$ cat src/rtl/demux_1to2_buf_pkg.sv
// rtl/demux_1to2_buf_pkg.sv - shared widths for the 1-to-2 buffered demux
package demux_1to2_buf_pkg;

  localparam int DATA_W_DEF = 32;
  localparam int CNT_W      = 16;

endpackage

$ cat src/rtl/demux_1to2_buf_fifo2.sv
// rtl/demux_1to2_buf_fifo2.sv - two-entry FIFO with 1-bit wrapping pointers
import demux_1to2_buf_pkg::*;

module fifo2 #(
  parameter int DATA_W = DATA_W_DEF,
  parameter int DEPTH  = 2
) (
  input  logic              clk_i,
  input  logic              rst_i,
  input  logic              push_i,
  input  logic              pop_i,
  input  logic [DATA_W-1:0] data_i,
  output logic              full_o,
  output logic              empty_o,
  output logic [DATA_W-1:0] head_o
);

  localparam logic [1:0] FULL_OCC = 2'(DEPTH);

  logic [DATA_W-1:0] mem [2];
  logic              wr_ptr;
  logic              rd_ptr;
  logic [1:0]        occ;
  logic              do_push;
  logic              do_pop;

  assign full_o  = (occ == FULL_OCC);
  assign empty_o = (occ == 2'd0);
  assign head_o  = mem[rd_ptr];

  // Guard here too so a caller mistake can never overrun or underrun the buffer.
  assign do_push = push_i && !full_o;
  assign do_pop  = pop_i && !empty_o;

  always_ff @(posedge clk_i) begin
    if (rst_i) begin
      occ    <= 2'd0;
      wr_ptr <= 1'b0;
      rd_ptr <= 1'b0;
    end else begin
      if (do_push) wr_ptr <= ~wr_ptr;
      if (do_pop)  rd_ptr <= ~rd_ptr;
      case ({do_push, do_pop})
        2'b10:   occ <= occ + 2'd1;
        2'b01:   occ <= occ - 2'd1;
        default: occ <= occ;
      endcase
    end
  end

  // Storage is deliberately left out of reset; only occupancy decides validity.
  always_ff @(posedge clk_i) begin
    if (!rst_i && do_push) mem[wr_ptr] <= data_i;
  end

endmodule

$ cat src/rtl/demux_1to2_buf.sv
// rtl/demux_1to2_buf.sv - 1-to-2 demux with a 2-entry buffer and delivery counter per port
import demux_1to2_buf_pkg::*;

module demux_1to2_buf #(
  parameter int DATA_W = DATA_W_DEF,
  parameter int DEPTH  = 2
) (
  input  logic              clk_i,
  input  logic              rst_i,
  input  logic              in_valid_i,
  output logic              in_ready_o,
  input  logic              select_i,
  input  logic [DATA_W-1:0] data_i,
  output logic              out0_valid_o,
  input  logic              out0_ready_i,
  output logic [DATA_W-1:0] out0_data_o,
  output logic              out1_valid_o,
  input  logic              out1_ready_i,
  output logic [DATA_W-1:0] out1_data_o,
  output logic [CNT_W-1:0]  cnt0_o,
  output logic [CNT_W-1:0]  cnt1_o
);

  logic full0, full1;
  logic empty0, empty1;
  logic push0, push1;
  logic pop0, pop1;

  // Ready follows only the selected buffer, so a full port never stalls the other.
  assign in_ready_o = select_i ? !full1 : !full0;

  assign push0 = in_valid_i && in_ready_o && !select_i;
  assign push1 = in_valid_i && in_ready_o &&  select_i;

  assign out0_valid_o = !empty0;
  assign out1_valid_o = !empty1;
  assign pop0 = out0_valid_o && out0_ready_i;
  assign pop1 = out1_valid_o && out1_ready_i;

  fifo2 #(.DATA_W(DATA_W), .DEPTH(DEPTH)) u_buf0 (
    .clk_i   (clk_i),
    .rst_i   (rst_i),
    .push_i  (push0),
    .pop_i   (pop0),
    .data_i  (data_i),
    .full_o  (full0),
    .empty_o (empty0),
    .head_o  (out0_data_o)
  );

  fifo2 #(.DATA_W(DATA_W), .DEPTH(DEPTH)) u_buf1 (
    .clk_i   (clk_i),
    .rst_i   (rst_i),
    .push_i  (push1),
    .pop_i   (pop1),
    .data_i  (data_i),
    .full_o  (full1),
    .empty_o (empty1),
    .head_o  (out1_data_o)
  );

  always_ff @(posedge clk_i) begin
    if (rst_i) begin
      cnt0_o <= '0;
      cnt1_o <= '0;
    end else begin
      if (pop0) cnt0_o <= cnt0_o + 1'b1;
      if (pop1) cnt1_o <= cnt1_o + 1'b1;
    end
  end

endmodule

$ cat config.mk
export PLATFORM = sky130hd
export DESIGN_NAME = demux_1to2_buf
export DESIGN_NICKNAME = d
export VERILOG_FILES = /design/src/rtl/demux_1to2_buf_pkg.sv /design/src/rtl/demux_1to2_buf_fifo2.sv /design/src/rtl/demux_1to2_buf.sv
export SDC_FILE = /design/constraint.sdc
export NUM_CORES = 1
export LEC_CHECK = 0
export ABC_AREA = 1
export BUFFER_PORTS_ARGS = -buffer_cell sky130_fd_sc_hd__buf_2
export CORE_MARGIN = 5
export CORE_UTILIZATION = 46
export DETAILED_ROUTE_END_ITERATION = 7
export GPL_TIMING_DRIVEN = 0
export PLACE_DENSITY_LB_ADDON = 0.05
export SYNTH_ARGS = -nofsm -noshare
export SYNTH_HDL_FRONTEND = slang
export SYNTH_SLANG_ARGS = --single-unit
$ cat constraint.sdc
create_clock -name clk_i -period 4.2 [get_ports clk_i]
set_clock_uncertainty 0.1 [all_clocks]
set_input_delay 1.05 -clock clk_i [delete_from_list [all_inputs] [get_ports clk_i]]
set_output_delay 1.05 -clock clk_i [all_outputs]
set_load 0.05 [all_outputs]
# After elaboration in Yosys (flattened, before gate mapping)
# Memories as Yosys holds them, arrays and structs flattened. A register that Yosys moved wholly into a read port is not among the register bits.
# Index checks and enable logic that the tools add are counted.
word_totals:
  rom_bits: 0
  elab_cells: 58
  regBits: 40
  output_inout_bits: 99
  inputBits: 38
  mem_count: 2
  latch_bits: 0
  ramBits: 128
classes:
  magnitude_cmp: 0
  reduce_logical: 21
  mul: 0
  n_div: 0
  n_bitwise: 4
  shift: 0
  n_mux: 11
  n_addsub: 6
  eq_ne: 6
mem_list:
  columns: ["name", "words", "word_bits", "read_ports", "rd_clocked_by_memory_dff", "write_ports", "line", "text"]
  rows:
  - ["u_buf0.mem", 2, 32, 1, 1, 1, "demux_1to2_buf_fifo2.sv:20", "logic [DATA_W-1:0] mem [2];"]
  - ["u_buf1.mem", 2, 32, 1, 1, 1, "demux_1to2_buf_fifo2.sv:20", null]
ops:
  columns: ["op", "count"]
  rows:
  - ["16-bit by 1-bit adder with 16-bit output, second input constant", 2]
  - ["1-bit logical AND", 11]
  - ["1-bit 2-to-1 mux", 9]
  - ["2-bit == test, second input constant", 4]
  - ["2-bit one-hot mux with 2 select lines", 2]
  - ["1-bit zero test", 6]
  - ["2-bit by 1-bit adder with 2-bit output, second input constant", 2]
  - ["2-bit by 1-bit == test with 1-bit output, second input constant", 2]
  - ["2-bit zero test", 2]
  - ["1-bit inverter", 4]
  - ["2-bit nonzero test", 2]
  - ["2-bit by 1-bit subtractor with 2-bit output, second input constant", 2]

# Depth between registers and ports, before layout
# Gate-level depths: netlist of the first run.
depth:
  word_depth: 9
  depth_mapped: 10
  mapped_depth_nobuf: 9

# Modules after synthesis
# A second synthesis of the first run with hierarchy kept.
unflattened:
  cells_unflattened: 517
  area_unflattened_um2: 7055.5
by_module_without_submodules:
  columns: ["mod", "cells_per_inst", "instances", "area_per_inst_um2", "seq_area_each_um2"]
  rows:
  - ["fifo2", 138, 2, 2707.6, 2021.9]
  - ["demux_1to2_buf", 241, 1, 1640.3, 640.6]

# Least setup slack after synthesis of the first run
# No wires, ideal clock.
synth_path:
  path_type: "input port to flip-flop"
  startpoint: "in rst_i"
  endpoint: "mem u_buf1.mem[1][0] (netlist name) (enable)"
  arrival_time_ns: 3.508
  setup_ns: 0.461
  path_stages: 2
  required_time_ns: 3.639
  path_slack_ns: 0.131
  path_cell_list: "clkbuf_1 -> nor3_1"
synth_between:
  elab_chain_cells: 4
synth_rtl:
  columns: ["element", "line", "text"]
  rows:
  - ["from (decl)", "demux_1to2_buf.sv:9", "input logic rst_i,"]
  - ["1-bit zero test", "demux_1to2_buf_fifo2.sv:53", "if (!rst_i && do_push) mem[wr_ptr] <= data_i;"]
  - ["1-bit logical AND", "demux_1to2_buf_fifo2.sv:53", null]
  - ["1-bit 2-to-1 mux", "demux_1to2_buf_fifo2.sv:53", null]
  - ["1-bit 2-to-1 mux (not written as such)", "demux_1to2_buf_fifo2.sv:53", null]
  - ["to (decl)", "demux_1to2_buf_fifo2.sv:20", null]
# Every way passes these cells.

==> flow_summary.rst, run 1 <==
.. list-table::
   :header-rows: 1

   * - Metric
     - Value
   * - Initial core utilization
     - 0.465
   * - Sinks on the clock net
     - 170
   * - Yosys warning count
     - 0
   * - Clk_lat worst skew
     - 410 ps
   * - Half-perimeter wire length after detailed placement
     - 9.73 mm
   * - Final core area utilization
     - 0.577
   * - Floorplan core area
     - 14,400 um^2
   * - CP Cell Sequence
     - clkbuf_1 -> buf_2 -> mux2_2 -> buf_2
   * - Startpoint of the lowest-slack register-to-register path
     - u_buf0.occ[0]
   * - Maximum vdd drop
     - 0.251 mV
   * - Worst hold path startpoint
     - u_buf1.rd_ptr
   * - Total Wirelength
     - 13.7 mm
   * - Nature of the critical path endpoint
     - output port
   * - TritonCTS clock tree
     - done
   * - Largest net degree at the start of global routing
     - 27
   * - Die Width
     - 130 um
   * - Number of clock buffers inserted by TritonCTS
     - 17
   * - Most frequent CP cell
     - sky130_fd_sc_hd__buf_2
   * - Master cell of the clock root buffer
     - sky130_fd_sc_hd__clkbuf_16
   * - Synth Instances
     - 501
   * - Unrepaired setup endpoints after global routing
     - false
   * - Count of input and output buffers
     - 136
   * - Synth Cell Area
     - 6680 um^2
   * - DR pass1 iterations
     - 4
   * - Post-CTS Setup Bufs
     - 0
   * - Fraction of final layout cells sized beyond drive strength 1
     - 0.390
   * - FF+latch count, synth
     - 170
   * - Worst Setup Path Type
     - reg2out
   * - Setup TNS after final layout
     - 0 ps
   * - Dominant delay contributor by cell family on the critical path
     - buffers and inverters
   * - DIE AREA
     - 17,000 um^2
   * - Total of hold buffers inserted after clock tree synthesis
     - 0
   * - Post-cts sizing count
     - 0
   * - Required time of the critical path
     - 3050 ps
   * - Final period util
     - 0.727
   * - GR Overflow Total
     - 0
   * - Final net count
     - 708
   * - Library cell contributing the largest single delay on the critical path
     - sky130_fd_sc_hd__mux2_2
   * - Routed wire per std cell
     - 15.9 um
   * - Avg Synthesized Cell Area
     - 13.3 um^2
   * - Max incr delay on CP
     - 390 ps
   * - CP bufs+invs
     - 3
   * - Cell row count
     - 44
   * - Max FO, Critical Path
     - 10
   * - P per Cell Area
     - 485 nW/um^2
   * - Tightest Pin Transition
     - 681 ps
   * - Sequential-to-total area share from yosys stat
     - 0.702
   * - Cell taking the most area after synthesis
     - sky130_fd_sc_hd__edfxtp_1
   * - Total Power Consumption
     - 4020 uW
   * - Initial antenna violation count
     - 0
   * - Final critical delay including setup and external delays
     - 3050 ps
   * - Net Count, Synth
     - 543
   * - Min-delay worst type
     - reg2reg
   * - Final slew viol count
     - 0
   * - Ports placed on the boundary
     - 137
   * - Overall die height
     - 130 um
   * - Initial drt markers
     - 250
   * - RD Place Congestion
     - 0.808
   * - Top_reg_cell synth
     - sky130_fd_sc_hd__edfxtp_1
   * - Share of the synthesized area in the top cell type
     - 0.576
   * - Final number of hold-violating endpoints
     - 0
   * - Count of unique library cells instantiated by Yosys
     - 35
   * - Wire length of the first global-routing pass
     - 20.9 mm
   * - Number of vias per cell
     - 4.95
   * - EDFF count, synth
     - 128
   * - Count of unresolved DRC violations after routing
     - 0
   * - Data arrival time of the critical path
     - 1900 ps
   * - Detailed-route via count
     - 4,271
   * - Diode count
     - 0
   * - Via count of the first global-routing pass
     - 4,127
   * - Final number of setup-violating endpoints
     - 0
   * - Antenna Nets Post-Route
     - 0
   * - Startpoint types
     - flop
   * - Overall track demand over capacity in global routing
     - 0.163
   * - Number of H-tree branching levels
     - 4
   * - Clock-pin slew on the worst setup and hold paths
     - 60 ps
   * - Synth cell count leaders
     - sky130_fd_sc_hd__edfxtp_1, sky130_fd_sc_hd__mux2_2, sky130_fd_sc_hd__nand2_1
   * - Top-count cell post-synth
     - sky130_fd_sc_hd__edfxtp_1
   * - F_max
     - 328 MHz
   * - Maximum count of clock buffers along a single path
     - 2
   * - Synth-to-layout area growth
     - 24.3%
   * - Cell types occupying the most area after synthesis
     - sky130_fd_sc_hd__edfxtp_1, sky130_fd_sc_hd__dfxtp_1, sky130_fd_sc_hd__mux2_2, sky130_fd_sc_hd__nand2_1, sky130_fd_sc_hd__nor2_1
   * - Status
     - finished, final reports clean
   * - Max cap viols
     - 0
   * - Share of synthesized flip-flops with an asynchronous set or reset
     - 0
   * - Slew HR
     - 0.546
   * - Reg2reg setup slack
     - 2120 ps
   * - Leak Pwr
     - 0.00319 uW
-- cells by family after synthesis --
logic type,count (synthesis),synth area share
adder cells (fa/ha/maj),4,0.00750
buffers and inverters,51,0.0322
AO/OA/AOI/OAI,52,0.0401
XOR/XNOR,2,0.00262
multiplexers,64,0.108
AND/OR/NAND/NOR,158,0.108
flip-flops,170,0.702
-- per-layer routing --
layer	vias up	global-route usage	wire [um]	part of all wire
met2	117	0.263	6570	0.48
li1	2111	-	-	-
met4	0	0.0575	174	0.013
met3	15	0.0398	730	0.053
met1	2028	0.215	6240	0.45
met5	-	0	0	0
-- cells in the final DEF, fill, tap and decap left out, types with 16 or more instances in the layout --
cell,instances
sky130_fd_sc_hd__buf_2,144
sky130_fd_sc_hd__o21ai_0,19
sky130_fd_sc_hd__edfxtp_1,128
sky130_fd_sc_hd__a21oi_1,28
sky130_fd_sc_hd__inv_1,32
sky130_fd_sc_hd__mux2_2,60
sky130_fd_sc_hd__nor2_1,51
sky130_fd_sc_hd__dfxtp_1,42
sky130_fd_sc_hd__nand2_1,59
sky130_fd_sc_hd__nand3_1,16
sky130_fd_sc_hd__clkbuf_16,17
-- sequential cells by signal, indices dropped and copies added, names as in the netlist, named ones only --
register,cells
u_buf0.mem,64
u_buf1.mem,64
cnt0_o,16
cnt1_o,16
u_buf0.occ,2
u_buf1.occ,2
u_buf0.rd_ptr,1
u_buf0.wr_ptr,1
u_buf1.rd_ptr,1
u_buf1.wr_ptr,1
-- final cells by class --
cell class / count / area, um^2
timing repair buffer: 146 / 811
tap: 184 / 230
multi-input combinational: 280 / 1800
clock inverter: 8 / 71.3
clock buffer: 24 / 482
inverter: 37 / 141
buffer: 14 / 73.8
sequential: 170 / 4680
fill: 1230 / 6070
-- final timing paths --
path / end / depth (start not counted)
max: out1_data_o[4] / 4
min: u_buf1.rd_ptr / 1
max reg2reg: u_buf0.mem[1][11] / 7
min reg2reg: u_buf1.rd_ptr / 1
-- stage by stage --
| step | std cells | setup slack, ps | cell area (um^2) | hold WS [ps] |
|---|---|---|---|---|
| after floorplan | 501 | 131 | 6680 | 325 |
| after CTS | 863 | 1120 | 8300 | 353 |
| after detailed placement | 831 | 1150 | 7740 | 343 |
| after global placement | 821 | -1990 | 7590 | 335 |
| final | 863 | 1150 | 8300 | 353 |
| after global routing | 863 | 1040 | 8300 | 366 |
-- where the power goes --
group	internal (uW)	switching, uW	leakage [uW]
logic	189	490	0.00142
clock network	858	599	0.000264
registers	1860	24.7	0.00150
-- worst register-to-register path, stage by stage, from the launching register on --
cell                      delay, ps
sky130_fd_sc_hd__dfxtp_1        360
sky130_fd_sc_hd__inv_2           60
sky130_fd_sc_hd__nand2_1        100
sky130_fd_sc_hd__nand3_1        140
sky130_fd_sc_hd__nor3_2         490
sky130_fd_sc_hd__buf_6          230
sky130_fd_sc_hd__buf_6          160
sky130_fd_sc_hd__buf_6          150
Note: power is estimated with default switching activity, not from simulation.
==> run 2, diff against run 1 <==
- ABC_AREA: 1 -> 0
- clock period: 4.2 -> 2.9 ns (I/O delays scaled with it)
==> run 2 against run 1 <==
Compared with the run above:
- synthesized cell count decreased by 18%
- clock-buffer cell count decreased by 6
- cell count decreased by 11%
- register-to-register slack got worse by 1400 ps
- total power increased by 75%
- critical path depth unchanged
- critical endpoint is now out0_data_o[25]
- worst setup slack got worse by 950 ps
==> flow_summary.rst, run 2 <==
.. list-table::
   :header-rows: 1

   * - Metric
     - Value
   * - Status
     - finished, final reports clean (unchanged)
   * - Number of H-tree branching levels
     - 4 (unchanged)
   * - Cell taking the most area after synthesis
     - sky130_fd_sc_hd__edfxtp_1 (unchanged)
   * - F_max
     - 370 MHz
   * - Sequential share of power
     - 0.400 (was 0.469)
   * - Sw Share
     - 0.333 (was 0.277)
   * - Final number of hold-violating endpoints
     - 0 (unchanged)
   * - Final slew viol count
     - 0 (unchanged)
   * - Worst Setup Path Type
     - reg2out (unchanged)
   * - Leading cell types in the layout, fill and taps excluded
     - sky130_fd_sc_hd__buf_2, sky130_fd_sc_hd__edfxtp_1, sky130_fd_sc_hd__mux2_2 (unchanged)
   * - Clk_lat worst skew
     - 420 ps (was 410 ps)
   * - Internal power consumption
     - 4690 uW (was 2910 uW)
   * - Post-CTS Setup Bufs
     - 0 (unchanged)
   * - Most frequent CP cell
     - sky130_fd_sc_hd__buf_2 (unchanged)
   * - Detailed-route via count
     - 3,912 (was 4,271)
   * - Routed wire per std cell
     - 16.7 um (was 15.9 um)
   * - Via count of the first global-routing pass
     - 3,922 (was 4,127)
   * - Count of input and output buffers
     - 136 (unchanged)
   * - Master cell of the clock root buffer
     - sky130_fd_sc_hd__clkbuf_16 (unchanged)
   * - Synth cell count leaders
     - sky130_fd_sc_hd__edfxtp_1, sky130_fd_sc_hd__mux2_2, sky130_fd_sc_hd__dfxtp_1 (was sky130_fd_sc_hd__edfxtp_1, sky130_fd_sc_hd__mux2_2, sky130_fd_sc_hd__nand2_1)
   * - Unrepaired setup endpoints after global routing
     - false (unchanged)
   * - Top_reg_cell synth
     - sky130_fd_sc_hd__edfxtp_1 (unchanged)
   * - Fraction of final layout cells sized beyond drive strength 1
     - 0.439 (was 0.390)
   * - Wire length of the first global-routing pass
     - 20.1 mm (was 20.9 mm)
   * - Synth Instances
     - 412 (was 501)
   * - NetSw
     - 2340 uW (was 1110 uW)
   * - Max cap viols
     - 0 (unchanged)
   * - Maximum count of clock buffers along a single path
     - 2 (unchanged)
   * - Cell row count
     - 43 (was 44)
   * - Number of clock buffers inserted by TritonCTS
     - 17 (unchanged)
   * - Antenna Nets Post-Route
     - 0 (unchanged)
   * - Number of vias per cell
     - 5.09 (was 4.95)
   * - Floorplan core area
     - 13,900 um^2 (was 14,400 um^2)
   * - Share of the synthesized area in the top cell type
     - 0.591 (was 0.576)
   * - Largest net degree at the start of global routing
     - 17 (was 27)
   * - DR pass1 iterations
     - 5 (was 4)
   * - Slew HR
     - 0.510 (was 0.546)
   * - Combinational share of power
     - 0.284 (was 0.169)
   * - Total Power Consumption
     - 7030 uW (was 4020 uW)
   * - Ports placed on the boundary
     - 137 (unchanged)
   * - Sinks on the clock net
     - 170 (unchanged)
   * - CP Cell Sequence
     - clkbuf_1 -> buf_2 -> mux2_2 -> buf_2 (unchanged)
   * - Total Wirelength
     - 12.9 mm (was 13.7 mm)
   * - Diode count
     - 0 (unchanged)
   * - Combined area of the multi-input logic cells
     - 1780 um^2 (was 1800 um^2)
   * - Final critical delay including setup and external delays
     - 2700 ps
   * - DIE AREA
     - 16,600 um^2 (was 17,000 um^2)
   * - Min-delay worst type
     - reg2reg (unchanged)
   * - Max incr delay on CP
     - 390 ps (about the same)
   * - Overall track demand over capacity in global routing
     - 0.160 (was 0.163)
   * - Largest registers
     - u_buf0.mem (64), u_buf1.mem (64) (unchanged)
   * - Total of hold buffers inserted after clock tree synthesis
     - 0 (unchanged)
   * - Count of unresolved DRC violations after routing
     - 0 (unchanged)
   * - Half-perimeter wire length after detailed placement
     - 9.02 mm (was 9.73 mm)
   * - Library cell contributing the largest single delay on the critical path
     - sky130_fd_sc_hd__mux2_2 (unchanged)
   * - Cell types occupying the most area after synthesis
     - sky130_fd_sc_hd__edfxtp_1, sky130_fd_sc_hd__dfxtp_1, sky130_fd_sc_hd__mux2_2, sky130_fd_sc_hd__xor2_1, sky130_fd_sc_hd__nor2_1 (was sky130_fd_sc_hd__edfxtp_1, sky130_fd_sc_hd__dfxtp_1, sky130_fd_sc_hd__mux2_2, sky130_fd_sc_hd__nand2_1, sky130_fd_sc_hd__nor2_1)
   * - TritonCTS clock tree
     - done (unchanged)
   * - P per Cell Area
     - 855 nW/um^2 (was 485 nW/um^2)
   * - Post-place instance area
     - 7620 um^2 (was 7740 um^2)
   * - Initial antenna violation count
     - 0 (unchanged)
   * - Synth-to-layout area growth
     - 26.3% (was 24.3%)
   * - RD Place Congestion
     - 0.735 (was 0.808)
   * - Leak Pwr
     - 0.00309 uW (was 0.00319 uW)
   * - Clock-pin slew on the worst setup and hold paths
     - 60 ps (about the same)
   * - Share of synthesized flip-flops with an asynchronous set or reset
     - 0 (unchanged)
   * - Final net count
     - 617 (was 708)
   * - Yosys warning count
     - 0 (unchanged)
   * - FF+latch count, synth
     - 170 (unchanged)
   * - Net Count, Synth
     - 454 (was 543)
   * - Data arrival time of the critical path
     - 1870 ps (was 1900 ps)
   * - Number of fillers in the final layout
     - 1,109 (was 1,230)
   * - Sequential-to-total area share from yosys stat
     - 0.720 (was 0.702)
   * - Final period util
     - 0.931
   * - Synth Cell Area
     - 6500 um^2 (was 6680 um^2)
   * - Maximum vdd drop
     - 0.427 mV (was 0.251 mV)
   * - Required time of the critical path
     - 2080 ps (was 3050 ps)
   * - Tightest Pin Transition
     - 732 ps (was 681 ps)
   * - Clock share of power
     - 0.316 (was 0.362)
   * - Die Width
     - 129 um (was 130 um)
   * - GR Overflow Total
     - 0 (unchanged)
   * - Nature of the critical path endpoint
     - output port (unchanged)
   * - Most common library cell in the layout ignoring fill and taps
     - sky130_fd_sc_hd__buf_2 (unchanged)
   * - Combined flip-flop and latch cell area
     - 4680 um^2 (unchanged)
   * - Max FO, Critical Path
     - 10 (unchanged)
   * - Final number of setup-violating endpoints
     - 0 (unchanged)
   * - Overall die height
     - 129 um (was 130 um)
   * - Top-count cell post-synth
     - sky130_fd_sc_hd__edfxtp_1 (unchanged)
   * - Avg Synthesized Cell Area
     - 15.8 um^2 (was 13.3 um^2)
   * - Startpoint types
     - flop (unchanged)
   * - EDFF count, synth
     - 128 (unchanged)
   * - Cell area after layout
     - 8210 um^2 (was 8300 um^2)
   * - Initial core utilization
     - 0.469 (was 0.465)
   * - Count of unique library cells instantiated by Yosys
     - 39 (was 35)
   * - Initial drt markers
     - 155 (was 250)
==> run 2: cell types whose count changed after synthesis, moves of 6 or more <==
cell / before / now
sky130_fd_sc_hd__buf_1: 0 / 6
sky130_fd_sc_hd__xnor2_1: 0 / 12
sky130_fd_sc_hd__nand2_1: 59 / 9
sky130_fd_sc_hd__xor2_1: 2 / 17
sky130_fd_sc_hd__o21ai_0: 19 / 6
sky130_fd_sc_hd__inv_1: 32 / 6
sky130_fd_sc_hd__nor2_1: 53 / 35
sky130_fd_sc_hd__nand3_1: 16 / 7
sky130_fd_sc_hd__a21oi_1: 28 / 7
sky130_fd_sc_hd__buf_2: 8 / 2
sky130_fd_sc_hd__nor4_1: 0 / 6
sky130_fd_sc_hd__mux2_2: 60 / 67
==> run 2: cell families (layout without fill, tap and decap cells) <==
family	Yosys count	count (layout)	share of synthesized area
flops	170	170	0.720
mux	69	69	0.119
compound gates	24	24	0.0248
simple gates	95	95	0.0766
buf+inv	21	197	0.0125
fa+ha+maj	4	4	0.00770
xor+xnor	29	29	0.0391
==> run 2: power groups by stage <==
stage          registers, uW  logic (uW)  clock network [uW]
2_1_floorplan           2900        1500                   0
3_3_place_gp            2860        1970                   0
3_5_place_dp            2860        2010                   0
4_1_cts                 2810        2030                2260
5_1_grt                 2830        2110                2370
6_report                2810        2000                2220
==> run 2: cell type report <==
cell class,count,share of cell area
sequential,170,0.570
multi-input combinational,221,0.217
timing repair buffer,144,0.104
clock buffer,18,0.0522
tap,180,0.0274
clock inverter,14,0.0186
buffer,15,0.00807
inverter,6,0.00274
==> run 2: path summary, 6_finish.rpt <==
check | to | slack (ps) | cells after the start | from
worst max-delay path | out0_data_o[25] | 200 | 4 | flop
worst min-delay path | cnt0_o[15] | 400 | 2 | cnt0_o[15]
worst max register to register | u_buf0.mem[1][18] | 720 | 5 | u_buf0.occ[0]
worst min register to register | cnt0_o[15] | 400 | 2 | cnt0_o[15]
==> run 2: metal layers <==
metal  up-vias  global-route usage  share of wire
li1       1876                   -              -
met1      1917               0.201           0.43
met2       102               0.263           0.49
met3        17              0.0494          0.062
met4         0              0.0562          0.015
met5         -                   0              0
==> run 2: what timing repair did <==
| item | CTS | global route |
|---|---|---|
| gates resized for setup | 6 | 0 |
| endpoints found under the hold margin | 0 | 0 |
| endpoints found under the setup margin | 60 | 0 |
==> run 2: per-stage QoR <==
stage	TNS, ps	util	setup slack, ps	hold WS [ps]	instances
4_1_cts	0	0.592	145	403	768
3_3_place_gp	-142470	0.536	-1520	372	728
5_1_grt	0	0.592	42.0	398	768
3_5_place_dp	0	0.549	61.9	378	736
6_report	0	0.592	200	396	768
2_1_floorplan	-3420	-	-107	372	412
==> run 2: worst max-delay path: cells and delay by family (launching register included) <==
kind	cells	cell delay, ps
flip-flops	1	300
multiplexers	1	390
buffers and inverters	3	770
